<file path="config.mk">
export PLATFORM = sky130hd
export DESIGN_NAME = iob_wishbone2iob
export DESIGN_NICKNAME = d
export VERILOG_FILES = /design/src/rtl/iob_wishbone2iob.sv
export SDC_FILE = /design/constraint.sdc
export NUM_CORES = 1
export LEC_CHECK = 0
export ABC_AREA = 1
export CAP_MARGIN = 20
export CELL_PAD_IN_SITES_DETAIL_PLACEMENT = 1
export CELL_PAD_IN_SITES_GLOBAL_PLACEMENT = 2
export CORE_MARGIN = 4
export CORE_UTILIZATION = 27
export DETAILED_ROUTE_END_ITERATION = 6
export GPL_TIMING_DRIVEN = 0
export PLACE_DENSITY = 0.95
export SYNTH_ARGS = -nofsm -noshare
export SYNTH_HDL_FRONTEND = slang
export SYNTH_SLANG_ARGS = --single-unit
</file>
<file path="constraint.sdc">
create_clock -name clk_i -period 5.26 [get_ports clk_i]
set_input_delay 0.789 -clock clk_i [delete_from_list [all_inputs] [get_ports clk_i]]
set_output_delay 0.789 -clock clk_i [all_outputs]
set_load 0.01 [all_outputs]
</file>
<file path="src/rtl/iob_wishbone2iob.sv">
// Wishbone B4 slave to IOb master bridge: one transfer in flight, every output registered.
// A master that drops cyc mid-transfer still sees its IOb access drained, but gets no ack.
module iob_wishbone2iob #(
  parameter int ADDR_W = 32,
  parameter int DATA_W = 32
) (
  input  logic                clk_i,
  input  logic                cke_i,
  input  logic                arst_i,
  input  logic [ADDR_W-1:0]   wb_addr_i,
  input  logic [DATA_W/8-1:0] wb_select_i,
  input  logic                wb_we_i,
  input  logic                wb_cyc_i,
  input  logic                wb_stb_i,
  input  logic [DATA_W-1:0]   wb_data_i,
  output logic                wb_ack_o,
  output logic [DATA_W-1:0]   wb_data_o,
  output logic                iob_avalid_o,
  output logic [ADDR_W-1:0]   iob_addr_o,
  output logic [DATA_W-1:0]   iob_wdata_o,
  output logic [DATA_W/8-1:0] iob_wstrb_o,
  input  logic                iob_ready_i,
  input  logic                iob_rvalid_i,
  input  logic [DATA_W-1:0]   iob_rdata_i
);

  localparam int STRB_W = DATA_W / 8;

  typedef enum logic [1:0] {IDLE, REQ, RDATA, ACK} state_t;

  state_t              state_reg, state_next;
  logic                abort_reg, abort_next;
  logic                ack_reg, ack_next;
  logic                avalid_reg, avalid_next;
  logic [ADDR_W-1:0]   addr_reg, addr_next;
  logic [DATA_W-1:0]   wdata_reg, wdata_next;
  logic [STRB_W-1:0]   wstrb_reg, wstrb_next;
  logic [DATA_W-1:0]   rdata_reg, rdata_next;
  logic                abort_now;

  // Abort is sticky: once cyc drops, the in-flight access finishes silently.
  assign abort_now = abort_reg | ~wb_cyc_i;

  always_comb begin
    state_next = state_reg;
    abort_next = abort_reg;
    addr_next  = addr_reg;
    wdata_next = wdata_reg;
    wstrb_next = wstrb_reg;
    rdata_next = rdata_reg;
    case (state_reg)
      IDLE: begin
        if (wb_cyc_i && wb_stb_i) begin
          addr_next  = wb_addr_i;
          wdata_next = wb_data_i;
          wstrb_next = wb_we_i ? wb_select_i : '0;
          abort_next = 1'b0;
          if (wb_we_i && (wb_select_i == '0)) state_next = ACK;
          else                                state_next = REQ;
        end
      end
      REQ: begin
        abort_next = abort_now;
        if (iob_ready_i) begin
          if (|wstrb_reg) state_next = abort_now ? IDLE : ACK;
          else            state_next = RDATA;
        end
      end
      RDATA: begin
        abort_next = abort_now;
        if (iob_rvalid_i) begin
          rdata_next = iob_rdata_i;
          state_next = abort_now ? IDLE : ACK;
        end
      end
      ACK: begin
        state_next = IDLE;
      end
      default: begin
        state_next = IDLE;
      end
    endcase
    avalid_next = (state_next == REQ);
    ack_next    = (state_next == ACK);
  end

  always_ff @(posedge clk_i or posedge arst_i) begin
    if (arst_i) begin
      state_reg  <= IDLE;
      abort_reg  <= 1'b0;
      ack_reg    <= 1'b0;
      avalid_reg <= 1'b0;
      addr_reg   <= '0;
      wdata_reg  <= '0;
      wstrb_reg  <= '0;
      rdata_reg  <= '0;
    end else if (cke_i) begin
      state_reg  <= state_next;
      abort_reg  <= abort_next;
      ack_reg    <= ack_next;
      avalid_reg <= avalid_next;
      addr_reg   <= addr_next;
      wdata_reg  <= wdata_next;
      wstrb_reg  <= wstrb_next;
      rdata_reg  <= rdata_next;
    end
  end

  assign wb_ack_o     = ack_reg;
  assign wb_data_o    = rdata_reg;
  assign iob_avalid_o = avalid_reg;
  assign iob_addr_o   = addr_reg;
  assign iob_wdata_o  = wdata_reg;
  assign iob_wstrb_o  = wstrb_reg;

endmodule

</file>
### After elaboration in Yosys (flattened, before gate mapping)

Index checks and enable logic that the tools add are counted.

* output and inout port bits: 102
* word-level logic and storage cells: 36
* bits of input ports: 108
* register bits: 105

* multiplexer cells: 10
* bitwise operators: 2
* equal/unequal tests: 6
* reductions and logical operators: 10

Operators by type and width (count)
* $mux W2: 6
* $reduce_and A3 Y1: 3
* $pmux W2 S4: 1
* $eq A2 B2 Y1 const B: 3
* $eq A2 B1 Y1 const B: 2
* $logic_not A4 Y1: 1
* $mux W4: 1
* $reduce_or A4 Y1: 1
* $logic_and A1 B1 Y1: 2
* $logic_not A2 Y1: 1
* $ne A2 B2 Y1 const B: 1
* $pmux W1 S2: 1
* $reduce_bool A2 Y1: 1
* $reduce_or A2 Y1: 1
* $mux W1: 1
* $not A1 Y1: 1
* $or A1 B1 Y1: 1

### Logic depth before layout (Yosys ltp)

* depth in word-level cells: 7
* gate-level depth with buffers: 11

### Worst setup path before layout

OpenSTA, ideal clock, no wires.

* path type: input port to flip-flop
* start: input cke_i
* end: register wdata_reg[0] (netlist: iob_wdata_o[0])
* data arrival time: 1743 ps
* setup time: 125 ps
* path slack: 3392 ps
* stages: 4
* cell sequence: inv_1 > nor3_4 > buf_2 > mux2_2

* cells in the longest elaborated chain, start to end: 1

Ends and longest elaborated chain
* start, declared: RTL line 8 `input logic cke_i,`
* $reduce_and A3 Y1 (no source line)
* end signal, assigned: RTL line 103 `wdata_reg <= wdata_next;`
* end, declared: RTL line 36 `logic [DATA_W-1:0] wdata_reg, wdata_next;`

Every way passes these cells.
A chain may end at the register's enable or synchronous reset.

### Worst setup path after layout

* start: input cke_i
* end: register wdata_reg[3] (netlist: iob_wdata_o[3])

Same word-level chain as after synthesis.

==> results.md <==
| Result | Reported |
| --- | --- |
| Worst path slowest cell | sky130_fd_sc_hd__clkdlybuf4s50_1 |
| Syn Nets | 396 |
| Nature of the critical path startpoint | input pin |
| Length of the first detailed-routing pass in iterations | 4 |
| Unique cell type count in the Yosys netlist | 16 |
| GRT Overall Usage | 14.51% |
| Routed vias | 3099 |
| Max_slew headroom | 53.34% |
| Proportion of synthesized area in mux cells | 26.26% |
| Largest family of logic cells by synthesized area | multiplexers |
| Synth Instances | 285 |
| Sink count of the clock tree | 105 |
| Initial core utilization | 27.90% |
| Final instance area | 6748 µm² |
| Top delay family on crit path | buffers and inverters |
| Period Utilization, post-route | 48.43% |
| Clock transition at the register clock pins on the worst setup and hold paths after CTS | 0.07 ns |
| Result of the run | completed |
| Maxcap violations | 0 |
| Count of placed standard cells in the final layout, fillers left out | 694 |
| Post-CTS Hold Buffers | 0 |
| Endpoint type of the worst setup path | flip-flop |
| Basic-gate share of the synthesized area counting and, or, nand and nor cells | 4.681% |
| Seq cells post-synth | 105 |
| Yosys warning count | 0 |
| Half-perimeter wire length after placement | 9.860 mm |
| Initial antenna violation count | 0 |
| CP Class | in2reg |
| Slew Viols, Final | 0 |
| Worst Setup Slack, final | 2.713 ns |
| Residual DRC count | 0 |
| N_diodes | 0 |
| Adder-cell share of the synthesized area | 0.9119% |
| Synthesized cell area | 4116 µm² |
| Metal-1 WL | 4.601 mm |
| WP data required | 5.48 ns |
| Share of cells above drive strength 1 | 22.16% |
| Violation count after the first detailed-route iteration | 85 |
| Maximum number of pins on one net before global-route repair | 55 |
| Port Buffers | 209 |
| Setup violation total in the final timing report | 0 |
| Worst slack after detailed placement | 2.300 ns |
| Placement Cell Area | 6469 µm² |
| Worst hold-check slack | 0.4950 ns |
| Top-level port count | 210 |
| Width of the die | 131.5 µm |
| Worst slew pin tran | 0.6999 ns |
| CTS tree | done |
| Drt wl/cell | 18.00 µm |
| Placement Rows | 44 |
| Compound-gate portion of the synthesized area | 1.459% |
| Clk_lat worst skew | 0.34 ns |
| Total setup buffers inserted after CTS | 0 |
| Bufs on Longest Clock Path | 2 |
| Number of cells upsized or downsized after cts | 0 |
| Sequential share of the synthesized area | 63.83% |
| Number of cells in the design after placement | 679 |
| Clock tree root driver cell | sky130_fd_sc_hd__clkbuf_16 |
| Cells traversed along the worst timing path | clkdlybuf4s50_1, inv_1, nor3_4, buf_4, mux2_2 |
| Post-Route Skew | 0.005527 ns |
| Total of fill cells in the finished design | 1525 |
| Synth Area in XOR/XNOR | 0% |
| Leakage | 2.872 nW |
| Synth Area per Inst | 14.44 µm² |
| Detailed route wirelength on metal3 | 717 µm |
| Final critical path time including I/O delays and setup | 2.547 ns |
| Worst R2R Setup Slack | 3.08 ns |
| Final Hold Vio Count | 0 |
| Total core area | 14750 µm² |
| Maximum fanout encountered on the critical timing path | 10 |
| Commonest cells after routing, fill and taps aside | 209 x sky130_fd_sc_hd__clkdlybuf4s50_1, 105 x sky130_fd_sc_hd__dfrtp_1, 91 x sky130_fd_sc_hd__mux2_2 |
| Worst ir drop on vdd | 0.2348 mV |
| Leftover overflow at the end of global routing | 0 |
| Total Die Area | 17290 µm² |
| Most common cell after layout, fill and taps aside | sky130_fd_sc_hd__clkdlybuf4s50_1 |
| Final Wtd Congestion | 0.7651 |
| Layout Nets | 617 |
| Vias in the first global route | 3665 |
| Post-detailed-route count of antenna-violating nets | 0 |
| Crit path buffers/inverters | 3 |
| Area growth syn-to-layout | 63.92% |
| Number of CTS-inserted buffers | 9 |
| CP Data Arrival Time | 2.77 ns |
| Wire length of the first global-routing pass | 20.16 mm |
| Met2 wire length | 6.892 mm |
| Die span in y | 131.5 µm |
| RSZ-0062 raised after global routing | no |
| Highest routed metal layer | met4 |
| Setup tns final | 0 ns |
| Total Wirelength | 12.49 mm |
| H-tree depth | 3 |
| Via-to-Cell Ratio | 4.465 |
| Power per Cell Area | 556.6 nW/µm² |
| Tightest Hold Check Type | reg2reg |
| Worst stage delay on the critical path | 0.62 ns |
| Fmax | 392.6 MHz |
==> synth_stat cells (all sizes together) <==
master | n | area, µm²
nor3 | 1 | 16.27
buf | 9 | 57.55
nand4 | 1 | 6.260
o21ai | 8 | 40.04
nor2 | 11 | 41.29
a21oi | 4 | 20.02
inv | 15 | 56.30
nand3 | 10 | 50.05
nand2 | 21 | 78.83
mux2 | 96 | 1081
ha | 3 | 37.54
dfrtp | 105 | 2628
clkbuf | 1 | 3.750
==> path summary, 6_finish.rpt <==
check / start / end / cells past startpoint
max: cke_i / iob_wdata_o[3] / 5
min: iob_wdata_o[24] / iob_wdata_o[24] / 1
max reg2reg: state_reg[0] / iob_wdata_o[3] / 6
min reg2reg: iob_wdata_o[24] / iob_wdata_o[24] / 1
max in group asynchronous: arst_i / iob_addr_o[25] / 3
min in group asynchronous: arst_i / wb_data_o[29] / 2
==> cell families (layout without fill, tap and decap cells) <==
kind of cell,after synthesis,in the layout
adder cells (fa/ha/maj),3,3
AND/OR/NAND/NOR,44,44
flip-flops,105,105
AO/OA/AOI/OAI,12,12
multiplexers,96,96
buffers and inverters,25,250
==> where the power goes <==
group          leakage (nW)  internal, mW  switching [mW]  total (mW)
clock network         0.133         0.367           0.282       0.649
registers              1.28          1.21           0.220        1.43
logic                  1.46          1.04           0.634        1.68
==> layout make-up <==
type / instances / area, µm² / area share [%]
Sequential cell: 105 / 2628 / 38.94
Clock buffer: 12 / 236.5 / 3.505
Clock inverter: 3 / 42.54 / 0.6304
Inverter: 15 / 58.81 / 0.8715
Buffer: 10 / 61.31 / 0.9086
Timing Repair Buffer: 210 / 2120 / 31.41
Tap cell: 184 / 230.2 / 3.412
Multi-Input combinational cell: 155 / 1371 / 20.32
==> layer usage <==
| metal | vias up | GRT usage [%] |
|---|---|---|
| met5 | - | 0 |
| met4 | 0 | 5.834 |
| met3 | 18 | 3.861 |
| met2 | 99 | 27.31 |
| met1 | 1568 | 15.31 |
| li1 | 1414 | - |
==> metrics by stage <==
| stage | power (mW) | utilization (%) |
|---|---|---|
| after floorplan | 2.067 | - |
| after global placement | 3.063 | 43.64 |
| after detailed placement | 3.152 | 43.84 |
| after CTS | 3.829 | 45.73 |
| after global routing | 3.989 | 45.73 |
| final | 3.756 | 45.73 |
No activity file was read; power rests on OpenSTA's default activity.
